--- config.mk ---
export PLATFORM = sky130hd
export DESIGN_NAME = log_mult_pipe
export DESIGN_NICKNAME = d
export VERILOG_FILES = /design/src/rtl/log_mult_pkg.sv /design/src/rtl/log_antilog_lane.sv /design/src/rtl/log_mult_pipe.sv
export SDC_FILE = /design/constraint.sdc
export NUM_CORES = 1
export LEC_CHECK = 0
export CAP_MARGIN = 40
export CELL_PAD_IN_SITES_DETAIL_PLACEMENT = 2
export CELL_PAD_IN_SITES_GLOBAL_PLACEMENT = 2
export CORE_UTILIZATION = 33
export DETAILED_ROUTE_END_ITERATION = 10
export PLACE_DENSITY = 0.84
export SYNTH_ARGS = -nofsm -noshare
export SYNTH_HDL_FRONTEND = slang
export SYNTH_SLANG_ARGS = --single-unit
--- constraint.sdc ---
create_clock -name clk -period 5.8 [get_ports clk]
set_input_delay 1.16 -clock clk [delete_from_list [all_inputs] [get_ports clk]]
set_output_delay 1.16 -clock clk [all_outputs]
set_load 0.02 [all_outputs]
--- src/rtl/log_mult_pkg.sv ---
`default_nettype none
// ============================================================================
// Module      : log_mult_pkg
// Description : Shared types, sizes and the antilog helper for the Mitchell
//               log-domain multiplier back end.
//               Types are sized for the largest supported operand width
//               (16 bits). Narrower instances zero-extend into them.
// Revision    : 1.0 - initial release
// ============================================================================
package log_mult_pkg;

  localparam int MAX_WIDTH = 16;
  localparam int KW        = $clog2(MAX_WIDTH);  // leading-one position width
  localparam int PW        = 2 * MAX_WIDTH;      // product width
  localparam int MAX_KEEP  = MAX_WIDTH - 1;      // widest truncated fraction

  // One operand of one lane, as delivered by the leading-one front end.
  typedef struct packed {
    logic [KW-1:0]       k;
    logic [MAX_KEEP-1:0] x_t;
    logic                zero;
    logic                sign;
  } lane_in_t;

  // Stage-1 result of one lane: normalised exponent and fraction.
  typedef struct packed {
    logic [KW:0]         ke;
    logic [MAX_KEEP-1:0] f;
    logic                z;
    logic                sg;
  } lane_s1_t;

  // Mitchell antilog: 1.F scaled by 2^(ke-keep). The mantissa {1,F} holds
  // keep+1 bits, so the result needs ke+1 bits and always fits in PW.
  function automatic logic [PW-1:0] antilog(
    input logic [KW:0]         ke,
    input logic [MAX_KEEP-1:0] f,
    input logic [KW:0]         keep
  );
    logic [PW-1:0] m;
    m = PW'(f) | (PW'(1) << keep);
    if (ke >= keep) begin
      antilog = m << (ke - keep);
    end else begin
      antilog = m >> (keep - ke);
    end
  endfunction

endpackage
`default_nettype wire

--- src/rtl/log_antilog_lane.sv ---
`default_nettype none
// ============================================================================
// Module      : log_antilog_lane
// Description : Combinational antilog shifter for one lane. Turns the
//               normalised exponent/fraction pair into the approximate
//               product magnitude; a zero operand forces the result to 0.
// Ports       : ke      - normalised exponent (K plus fraction carry)
//               f       - fraction bits (KEEP_WIDTH valid LSBs)
//               z       - either operand was zero
//               product - approximate magnitude
// Revision    : 1.0 - initial release
// ============================================================================
module log_antilog_lane
  import log_mult_pkg::*;
#(
  parameter int KEEP_WIDTH = 6
) (
  input  logic [KW:0]         ke,
  input  logic [MAX_KEEP-1:0] f,
  input  logic                z,
  output logic [PW-1:0]       product
);

  localparam logic [KW:0] KEEP_V = (KW+1)'(KEEP_WIDTH);

  assign product = z ? '0 : antilog(ke, f, KEEP_V);

endmodule
`default_nettype wire

--- src/rtl/log_mult_pipe.sv ---
`default_nettype none
// ============================================================================
// Module      : log_mult_pipe
// Description : Multi-lane, 2-stage pipelined Mitchell log-domain multiplier
//               back end with valid/ready flow control, zero handling and an
//               optional signed mode. All lanes share one handshake.
// Ports       : clk, rst             - clock, synchronous active-high reset
//               in_valid / in_ready  - input beat handshake
//               k1, k2               - per-lane leading-one positions
//               x1_t, x2_t           - per-lane truncated fractions
//               zero1, zero2         - per-lane operand-is-zero flags
//               sign1, sign2         - per-lane operand signs
//               out_valid / out_ready- output beat handshake
//               product              - per-lane approximate magnitude
//               out_sign             - per-lane product sign
// Revision    : 1.0 - initial release
// ============================================================================
module log_mult_pipe
  import log_mult_pkg::*;
#(
  parameter int WIDTH      = 16,
  parameter int KEEP_WIDTH = 6,
  parameter int LANES      = 4,
  parameter int COMP       = 1,
  parameter int SIGNED     = 0
) (
  input  logic                                clk,
  input  logic                                rst,
  input  logic                                in_valid,
  output logic                                in_ready,
  input  logic [LANES-1:0][$clog2(WIDTH)-1:0] k1,
  input  logic [LANES-1:0][$clog2(WIDTH)-1:0] k2,
  input  logic [LANES-1:0][KEEP_WIDTH-1:0]    x1_t,
  input  logic [LANES-1:0][KEEP_WIDTH-1:0]    x2_t,
  input  logic [LANES-1:0]                    zero1,
  input  logic [LANES-1:0]                    zero2,
  input  logic [LANES-1:0]                    sign1,
  input  logic [LANES-1:0]                    sign2,
  output logic                                out_valid,
  input  logic                                out_ready,
  output logic [LANES-1:0][2*WIDTH-1:0]       product,
  output logic [LANES-1:0]                    out_sign
);

  localparam int KWL = $clog2(WIDTH);
  localparam logic [KEEP_WIDTH:0] COMP_V = (KEEP_WIDTH+1)'(COMP);

  logic                       s1_valid;
  logic                       s2_valid;
  logic                       adv2;
  lane_s1_t [LANES-1:0]       s1_d;
  lane_s1_t [LANES-1:0]       s1_q;
  logic [LANES-1:0][PW-1:0]   prod_d;

  // Stage 2 may load when the output slot is empty or draining this cycle;
  // stage 1 may load when it is empty or stage 2 is taking its beat.
  assign adv2      = !s2_valid || out_ready;
  assign in_ready  = !s1_valid || adv2;
  assign out_valid = s2_valid;

  for (genvar i = 0; i < LANES; i++) begin : g_lane
    lane_in_t              a;
    lane_in_t              b;
    logic [KWL:0]          k_sum;
    logic [KEEP_WIDTH:0]   s_sum;

    assign a = '{k: KW'(k1[i]), x_t: MAX_KEEP'(x1_t[i]), zero: zero1[i], sign: sign1[i]};
    assign b = '{k: KW'(k2[i]), x_t: MAX_KEEP'(x2_t[i]), zero: zero2[i], sign: sign2[i]};

    assign k_sum = {1'b0, KWL'(a.k)} + {1'b0, KWL'(b.k)};
    // Fraction sum is deliberately kept to KEEP_WIDTH+1 bits; its MSB is the
    // carry into the exponent.
    assign s_sum = {1'b0, KEEP_WIDTH'(a.x_t)} + {1'b0, KEEP_WIDTH'(b.x_t)} + COMP_V;

    assign s1_d[i] = '{
      ke: (KW+1)'(k_sum + (KWL+1)'(s_sum[KEEP_WIDTH])),
      f:  MAX_KEEP'(s_sum[KEEP_WIDTH-1:0]),
      z:  a.zero | b.zero,
      sg: (SIGNED != 0) ? (a.sign ^ b.sign) : 1'b0
    };

    log_antilog_lane #(
      .KEEP_WIDTH (KEEP_WIDTH)
    ) u_antilog (
      .ke      (s1_q[i].ke),
      .f       (s1_q[i].f),
      .z       (s1_q[i].z),
      .product (prod_d[i])
    );
  end

  always_ff @(posedge clk) begin
    if (rst) begin
      s1_valid <= 1'b0;
      s2_valid <= 1'b0;
      s1_q     <= '0;
      product  <= '0;
      out_sign <= '0;
    end else begin
      if (in_ready) begin
        s1_valid <= in_valid;
        if (in_valid) begin
          s1_q <= s1_d;
        end
      end
      // Output registers only change when a new beat moves in, so they hold
      // stable while the consumer stalls.
      if (adv2) begin
        s2_valid <= s1_valid;
        if (s1_valid) begin
          for (int l = 0; l < LANES; l++) begin
            product[l]  <= prod_d[l][2*WIDTH-1:0];
            out_sign[l] <= s1_q[l].sg & ~s1_q[l].z;
          end
        end
      end
    end
  end

endmodule
`default_nettype wire
Word level (Yosys, flattened, before mapping):

Index checks and enable logic that the tools add are counted.
W data, S select, Z words.

* register bits: 178
* input bits: 100
* output and inout port bits: 134
* word-level logic and storage cells: 72

* add/subtract/negate cells: 24
* order comparisons: 4
* shift operators: 8
* muxes and demuxes: 8
* bitwise logic cells: 4
* reductions and logical operators: 6

Operator list (count)
* $mux W32: 8
* $shl A7 B5 Y32: 4
* $shr A7 B5 Y32: 4
* $add A6 B6 Y7: 4
* $add A7 B1 Y7 const B: 4
* $add A4 B4 Y5: 4
* $add A5 B1 Y5: 4
* $ge A5 B3 Y1 const B: 4
* $sub A3 B5 Y5 const A: 4
* $sub A5 B3 Y5 const B: 4
* $or A1 B1 Y1: 4
* $reduce_and A2 Y1: 2
* $logic_not A1 Y1: 2
* $logic_or A1 B1 Y1: 2

Logic depth before layout (Yosys ltp):

Gate-level depths: netlist of the first run.

* depth in word-level cells: 4
* mapped depth: 15
* depth with buffers taken out: 15

Hierarchy:

From an unflattened synthesis of the first run, not the netlist that was laid out.

* cell total of the unflattened synthesis: 1985
* area total of the unflattened synthesis: 15653.8 um2

Modules (own cells, without submodules)
* log_mult_pipe: times used 1, cells each 917, area an instance 7601.0 um2, sequential area each 3563.4 um2
* log_antilog_lane (g_lane[0].u_antilog ...): times used 2, cells each 267, area an instance 2014.4 um2, sequential area each 0.0 um2
* log_antilog_lane (g_lane[2].u_antilog ...): times used 2, cells each 267, area an instance 2011.9 um2, sequential area each 0.0 um2

Least setup slack after synthesis of the first run:

OpenSTA, ideal clock, no wires.

* path type: input to register
* from: input x1_t[6] (netlist bit)
* to: register s1_q[43] (netlist bit)
* library setup time: 128 ps
* arrival time: 3580 ps
* required time: 5672 ps
* slack: 2092 ps
* stages on the path: 15
* path buffers: 0
* cells stage by stage: inv_1 ha_1 inv_1 fa_1 a21o_1 a21oi_1 nor2b_1 o21ai_0 nand2b_1 fa_1 fa_1 a21oi_1 o21ai_0 o22ai_1 nor2_1

* word-level cells in the longest chain between the ends: 3

RTL lines
* from (decl): line log_mult_pipe.sv:33 `input logic [LANES-1:0][KEEP_WIDTH-1:0] x1_t,`
* $add A6 B6 Y7: line log_mult_pipe.sv:73 `assign s_sum = {1'b0, KEEP_WIDTH'(a.x_t)} + {1'b0, KEEP_WIDTH'(b.x_t)} + COMP_V;`
* $add A7 B1 Y7: line log_mult_pipe.sv:73
* $add A5 B1 Y5: line log_mult_pipe.sv:76 `ke: (KW+1)'(k_sum + (KWL+1)'(s_sum[KEEP_WIDTH])),`
* to (signal assigned): line log_mult_pipe.sv:96 `s1_q <= '0;`
* to (signal assigned): line log_mult_pipe.sv:103 `s1_q <= s1_d;`
* to (decl): line log_mult_pipe.sv:52 `lane_s1_t [LANES-1:0] s1_q;`

Every way passes these cells.
A chain may end at the register's enable or synchronous reset.

Final worst setup path of the first run:

* from: input x1_t[12] (netlist bit)
* to: register s1_q[65] (netlist bit)

The elaborated chain is that of the path after synthesis.

==> results of run 1 <==
## through the flow
| stage | cells | worst slack (ps) | hold WS, ps | cell area (µm²) | power [µW] |
|---|---|---|---|---|---|
| after floorplan | 1335 | 2090 | 474 | 11100 | 2010 |
| after global placement | 1907 | 1210 | 443 | 13600 | 2310 |
| after detailed placement | 1911 | 1100 | 452 | 13600 | 2360 |
| after CTS | 1943 | 1550 | 464 | 14200 | 3630 |
| after global routing | 1944 | 1350 | 477 | 14200 | 3770 |
| final | 1944 | 1540 | 460 | 14200 | 3620 |
## cell usage after synthesis, types with 12 or more instances
master      n  area (µm²)
dfxtp_1   178        3560
nand2_1   118         443
nor2_1    106         398
a21oi_1   102         510
o21ai_0    66         330
clkbuf_1   64         240
ha_1       52         651
nand3_1    49         245
a22oi_1    44         330
inv_1      41         154
a32oi_1    28         245
a31oi_1    26         163
mux2i_1    26         260
buf_2      25         125
nor3_1     25         125
xnor2_1    24         210
mux2_2     22         248
and3_1     19         119
a211oi_1   18         135
nor2b_1    18         113
a221o_1    15         150
o22ai_1    14        87.6
and2_1     13        81.3
nor4_1     13        81.3
a21o_1     12        90.1
fa_1       12         240
mux4_2     12         270
nand4_1    12        75.1
o31ai_1    12        90.1
## flip-flops by register name (all words and copies together), names as in the netlist
name / flops
s1_q: 48
s1_valid: 1
product: 128
out_valid: 1
## worst min path at each step
stage | to | cells after the start | slack [ps]
2_1_floorplan | s1_q[3] | 2 | 470
3_3_place_gp | product[7] | 2 | 440
3_5_place_dp | product[29] | 2 | 450
4_1_cts | product[29] | 2 | 460
5_1_grt | product[93] | 2 | 480
6_report | product[29] | 2 | 460
## routing by layer
layer	GRT usage [%]	share of wire [%]
met1	30.9	44
met4	7.25	1.9
met2	44.6	50
met5	0	0
met3	4.52	4.2
## cells by family (layout without fill, tap and decap cells)
family,count (synthesis),after routing
AND/OR/NAND/NOR,433,433
AO/OA/AOI/OAI,412,412
flip-flops,178,178
buffers and inverters,151,318
adder cells (fa/ha/maj),64,64
multiplexers,60,60
XOR/XNOR,33,33
other,1,4
## layout by cell type, fill, tap and decap left out, types with 6 or more instances in the layout
master           count
o31ai_1             12
mux4_2              12
a221o_1             15
and4_1               6
mux2_2              22
o22ai_1             14
xor2_1               7
nor4_1              13
clkbuf_16           17
nor3b_1              6
and2_1              13
o211ai_1             9
o21a_1              11
fa_1                12
mux2i_1             26
or3_1               11
nor2b_1             18
ha_1                52
nor3_1              25
nor2_1             105
buf_4               16
nand3_1             49
o21ai_0             66
clkdlybuf4s50_1    220
nor4b_1              6
and3_1              19
a211oi_1            18
dfxtp_1            178
nand2b_1            10
a22oi_1             44
nand4_1             12
xnor2_1             24
a21o_1              12
nand2_1            116
a32oi_1             28
a31oi_1             26
inv_1               41
a21oi_1            101
## worst max-delay path: stages
cell,delay (ps)
clkdlybuf4s50_1,400
inv_1,60
ha_1,200
inv_1,70
fa_1,410
a21o_1,190
a21oi_1,340
nor2b_1,80
o21ai_0,280
nand2b_1,120
fa_1,420
fa_1,420
a21oi_1,140
o21ai_0,80
o22ai_1,160
nor2_1,50
## final cells by class
class                   instances  area, µm²
fillers                      3658      18600
multi-input cells            1006       6960
flip-flops and latches        178       3560
repair buffers                241       2360
well taps                     442        553
clock buffers                  23        458
inverters                      45        169
clock inverters                 9        154
## power by group through the flow
stage               Combinational, µW  Sequential [µW]  Clock, µW
detailed placement                952             1400          0
CTS                               970             1380       1280
floorplan                         662             1350          0
finish                            975             1380       1260
global placement                  907             1400          0
global route                     1050             1390       1330
==> results by group, run 1 <==
Critical path
  • Setup crit end kind: register
  • Setup crit start kind: primary input
  • WP data required: 6130 ps
  • Critical setup path kind: in -> reg
  • CP endpoint: s1_q[65]
  • CP arrival: 4580 ps
  • CP Launch Point: x1_t[12]
  • Reg2Reg Depth: 7
  • R2R Setup Slk: around 2500 ps
  • Crit-path max FO: 2
  • Reg2Reg Launch Point: s1_q[17]
  • Worst r2r dst: product[14]

Yosys
  • Compound-gate portion of the synthesized area: 25.2%
  • Adder-cell share of the synthesized area: under 10%
  • Register bit total from synthesis: 178
  • Largest family of logic cells by synthesized area: compound AO/OA/AOI/OAI gates
  • Simple-gate area share of the yosys netlist: roughly a fifth
  • XOR/XNOR Fraction of Synth Area: 2.73%
  • Number of library cell types mapped by synthesis: 76
  • Number of synthesized flops with an enable pin: 0
  • Syn_area_per_cell: approximately 8.4 µm²
  • Syn Inst Count: about 1300
  • Yosys warns: 0
  • Post-Syn Area: ~11000 µm²
  • Ys async rst share: 0%
  • Primary FF master, synth: dfxtp_1
  • Post-synthesis sequential area ratio: 32.0%
  • Mux contribution to synthesized area: 6.99%

STA
  • Pins Over Slew Limit: 0
  • Setup violations, final: 0
  • Fin crit period: 4260 ps
  • Slew headroom: 36.4%
  • Worst Tran Pin Value: 945 ps
  • Final Hold Viols: 0
  • Period utilization: 73.4%
  • Worst Skew: around 10 ps
  • RSZ-0062 raised after global routing: no
  • Sum of negative setup slack: 0 ps
  • Achievable Freq: 235 MHz

Pwr
  • PwrDens: approximately 250 nW/µm²
  • Internal: 2390 µW
  • P_leak: 0.00512 µW
  • Switching Share: 33.9%
  • Comb power frac: 27.0%
  • Seq pwr share: 38.1%
  • Clock power frac: between 30% and 40%
  • Switching power: 1220 µW
  • VDD IR-drop max: 0.210 mV

Place
  • Detailed placement HPWL: 31.4 mm
  • I/O Buffers: about 220
  • Final GP Congestion: a little over 0.8

Finish
  • Final core utilization: 43.3%
  • Nets: 1653
  • Area Overhead vs Synth: 27.8%
  • ANT cells: 0
  • Fraction of layout cells with a size suffix above 1: under 10%

Floorplanning
  • IO Pins: between 200 and 250
  • Rows: between 60 and 70
  • Die area: 34500 µm²
  • Die H: 186 µm
  • Die X: 186 µm
  • Initial Util: 33.9%
  • Core area: ~33000 µm²

Clocking
  • Sinks on Clock Net: 178
  • H-tree depth: 4
  • Clock Path Buffers: 2
  • Worst skew pair latency: 450 ps
  • CTS root buf: clkbuf_16
  • Post-CTS Hold Buffers: 0
  • CTS tree: done
  • Clk slew on worst S/H paths: 70 ps
  • TritonCTS Buffers: 17
  • Cts repair resizes: 0
  • Setup Buffers After CTS: 0

Detailed routing
  • Number of nets still failing antenna checks after routing: 0
  • Initial DRC Count: 648
  • Vias per cell: between 5 and 6
  • Drt pass-1 iters: 5
  • Drt total wl: 43.2 mm
  • Avg WL per Cell: 22.2 µm
  • DR vias: ~11000
  • Post-route DRC: 0

Outcome
  • Run status: finished, final reports clean

GRT
  • Largest net degree at the start of global routing: 67
  • Initial antenna violation count: 0
  • Grt total ovfl: 0
  • Vias in the first global route: 12025
  • First-pass GRT wire length: just under 70 mm
  • Global Route Usage Sum: 25.2%

Job
  • Max cap viols: 0

Hold path
  • Hold Crit Class: reg -> reg
  • Hold wc startpoint: product[29]
Note: power is estimated with default switching activity, not from simulation.
==> inputs of run 2 (changes only) <==
CORE_UTILIZATION = 28   (was 33)
PLACE_DENSITY = 0.75   (was 0.84)
clock period = 3.5 ns   (was 5.8 ns; I/O delays follow)
==> run 2 against run 1 <==
Sequential share of layout area is 0.68 points lower. Worst hold slack worse by 10 ps. Clock-buffer cell count is 1 lower. Flip-flop and latch count stayed put. Non-clock buffer count is 38 higher. Register-to-register slack worse by 1800 ps. Via count is 0.41% lower.
==> results by group, run 2 (synthesis results as in run 1) <==
Pwr
  • Switching Share: 34.6% (+0.70 points)
  • Seq pwr share: 38.2% (about the same)
  • PwrDens: 402 nW/µm² (+58%)
  • Internal: 3840 µW (+61%)
  • Comb power frac: 29.1% (+2.1 points)
  • P_leak: 0.00530 µW (+3.6%)
  • VDD IR-drop max: 0.234 mV (+12%)
  • Clock power frac: 32.7% (-2.2 points)
  • Switching power: 2030 µW (+66%)

Finish
  • Nets: 1691 (+2.3%)
  • Register area: 3560 µm² (unchanged)
  • Area of the multi-input gates: 6990 µm² (+0.43%)
  • Top reg by flops: product
  • ANT cells: 0 (unchanged)
  • Top Registers: product (128), s1_q (48)
  • Commonest cells after routing, fill and taps aside: clkdlybuf4s50_1, dfxtp_1, nand2_1
  • Area Overhead vs Synth: 31.4%
  • Max FFs per register: 128 (unchanged)
  • Fraction of layout cells with a size suffix above 1: 10.1% (+3.0 points)
  • Fin area: 14600 µm² (+2.8%)
  • Fillcell total: 4407 (+20%)
  • Most common cell after layout, fill and taps aside: clkdlybuf4s50_1

Detailed routing
  • DR vias: 11288 (-0.41%)
  • Drt pass-1 iters: 5 (unchanged)
  • Avg WL per Cell: 21.3 µm (-4.5%)
  • Drt total wl: 43.7 mm (+0.99%)
  • Post-route DRC: 0 (unchanged)
  • Number of nets still failing antenna checks after routing: 0 (unchanged)
  • Initial DRC Count: 605 (-6.6%)
  • Vias per cell: 5.49 (-5.8%)

Critical path
  • Reg2Reg Depth: 6 (-1)
  • Reg2Reg Launch Point: s1_q[85]
  • Worst r2r dst: product[99]
  • R2R Setup Slk: 750 ps (-1750 ps)
  • Setup crit end kind: register
  • Setup crit start kind: primary input
  • Crit-path max FO: 2 (unchanged)
  • WP data required: 3850 ps (-2280 ps)
  • CP arrival: 3660 ps (-920 ps)
  • Critical setup path kind: in -> reg

Clocking
  • CTS tree: done
  • CTS root buf: clkbuf_16
  • Worst skew pair latency: 460 ps (about the same)
  • TritonCTS Buffers: 17 (unchanged)
  • H-tree depth: 4 (unchanged)
  • Clk slew on worst S/H paths: 80 ps (about the same)
  • Clock Path Buffers: 2 (unchanged)
  • Sinks on Clock Net: 178 (unchanged)
  • Setup Buffers After CTS: 0 (unchanged)

STA
  • Pins Over Slew Limit: 0 (unchanged)
  • Period utilization: 94.7%
  • Worst Skew: 12.9 ps (+2.47 ps)
  • Achievable Freq: 302 MHz
  • Final Hold Viols: 0 (unchanged)
  • RSZ-0062 raised after global routing: no
  • Setup violations, final: 0 (unchanged)
  • Worst Tran Pin Value: 894 ps (-51.7 ps)
  • Sum of negative setup slack: 0 ps (unchanged)
  • Fin crit period: 3310 ps
  • Slew headroom: 40.4% (+4.0 points)

Floorplanning
  • Die X: 201 µm (+8.5%)
  • Rows: 72 (+9.1%)
  • IO Pins: 234 (unchanged)
  • Die area: 40500 µm² (+18%)
  • Die H: 201 µm (+8.5%)
  • Core area: 38900 µm² (+18%)
  • Initial Util: 28.6% (-5.3 points)

GRT
  • Initial antenna violation count: 0 (unchanged)
  • Vias in the first global route: 12169 (+1.2%)
  • Grt total ovfl: 0 (unchanged)
  • Global Route Usage Sum: 21.5% (-3.7 points)
  • Largest net degree at the start of global routing: 62 (-7.5%)
  • First-pass GRT wire length: 69.0 mm (+1.8%)

Outcome
  • Run status: finished, final reports clean

Hold path
  • Hold Crit Class: reg -> reg
  • Hold wc startpoint: product[35]
  • Hold Crit Depth: 2 (unchanged)
  • WHS Endpoint: product[35]

Place
  • Final GP Congestion: 0.799 (-1.9%)
  • I/O Buffers: 221 (unchanged)
  • Detailed placement HPWL: 32.4 mm (+3.4%)
  • Post-DP Area: 14000 µm² (+3.1%)

Job
  • Max cap viols: 0 (unchanged)
==> run 2: worst max path at each step <==
stage / from / endpoint / slack [ps] / cells past startpoint
floorplan: x1_t[6] / s1_q[43] / 250 / 15
global placement: x1_t[12] / s1_q[65] / -470 / 16
global route: x1_t[6] / s1_q[43] / 10 / 16
finish: x1_t[0] / s1_q[21] / 190 / 16
detailed placement: x1_t[12] / s1_q[65] / -560 / 16
CTS: x1_t[0] / s1_q[21] / 20 / 16
==> run 2: stage by stage <==
step	instances	total power [µW]	setup WS (ps)	hold slack [ps]	utilization, %
final	2055	5870	187	449	37.6
after global routing	2055	6170	14.4	477	37.6
after CTS	2055	5920	17.3	458	37.5
after global placement	2026	3910	-468	445	36.0
after floorplan	1335	3340	252	474	-
after detailed placement	2026	3980	-562	443	36.0
==> run 2: layout make-up <==
cell class / count / share of cell area, %
clock buffers: 22 / 3.31
clock inverters: 7 / 0.539
inverters: 45 / 1.16
multi-input cells: 1006 / 47.8
flip-flops and latches: 178 / 24.4
well taps: 518 / 4.43
repair buffers: 279 / 18.3
==> run 2: critical path, cell delays in order <==
cell             delay (ps)
clkdlybuf4s50_1         410
inv_1                    70
ha_1                    190
inv_1                    70
fa_1                    390
a21o_1                  180
a21oi_2                 160
nor2b_1                  70
o21ai_1                 150
nand2b_1                 90
fa_2                    370
fa_2                    370
a21oi_1                 150
o21ai_0                  90
o22ai_1                 150
nor2_1                   60
==> run 2: timing repair <==
action	CTS	global route
pin swaps	0	1
resized for setup	3	10
endpoints found under the setup margin	2	7
hold buffers	0	0
==> run 2: power by group through the flow <==
stage	Clock, µW	Sequential (µW)	Combinational [µW]
floorplan	0	2240	1100
CTS	1970	2240	1710
global placement	0	2280	1630
finish	1920	2240	1710
global route	2050	2260	1860
detailed placement	0	2290	1690
==> run 2: routing by layer <==
metal	wire length, µm	global-route usage [%]	vias up	share of wire (%)
met5	0	0	-	0
met4	929	7.39	0	2.1
met3	1380	3.13	53	3.2
met2	21700	37.6	239	50
met1	19600	26.8	5670	45
li1	-	-	5326	-
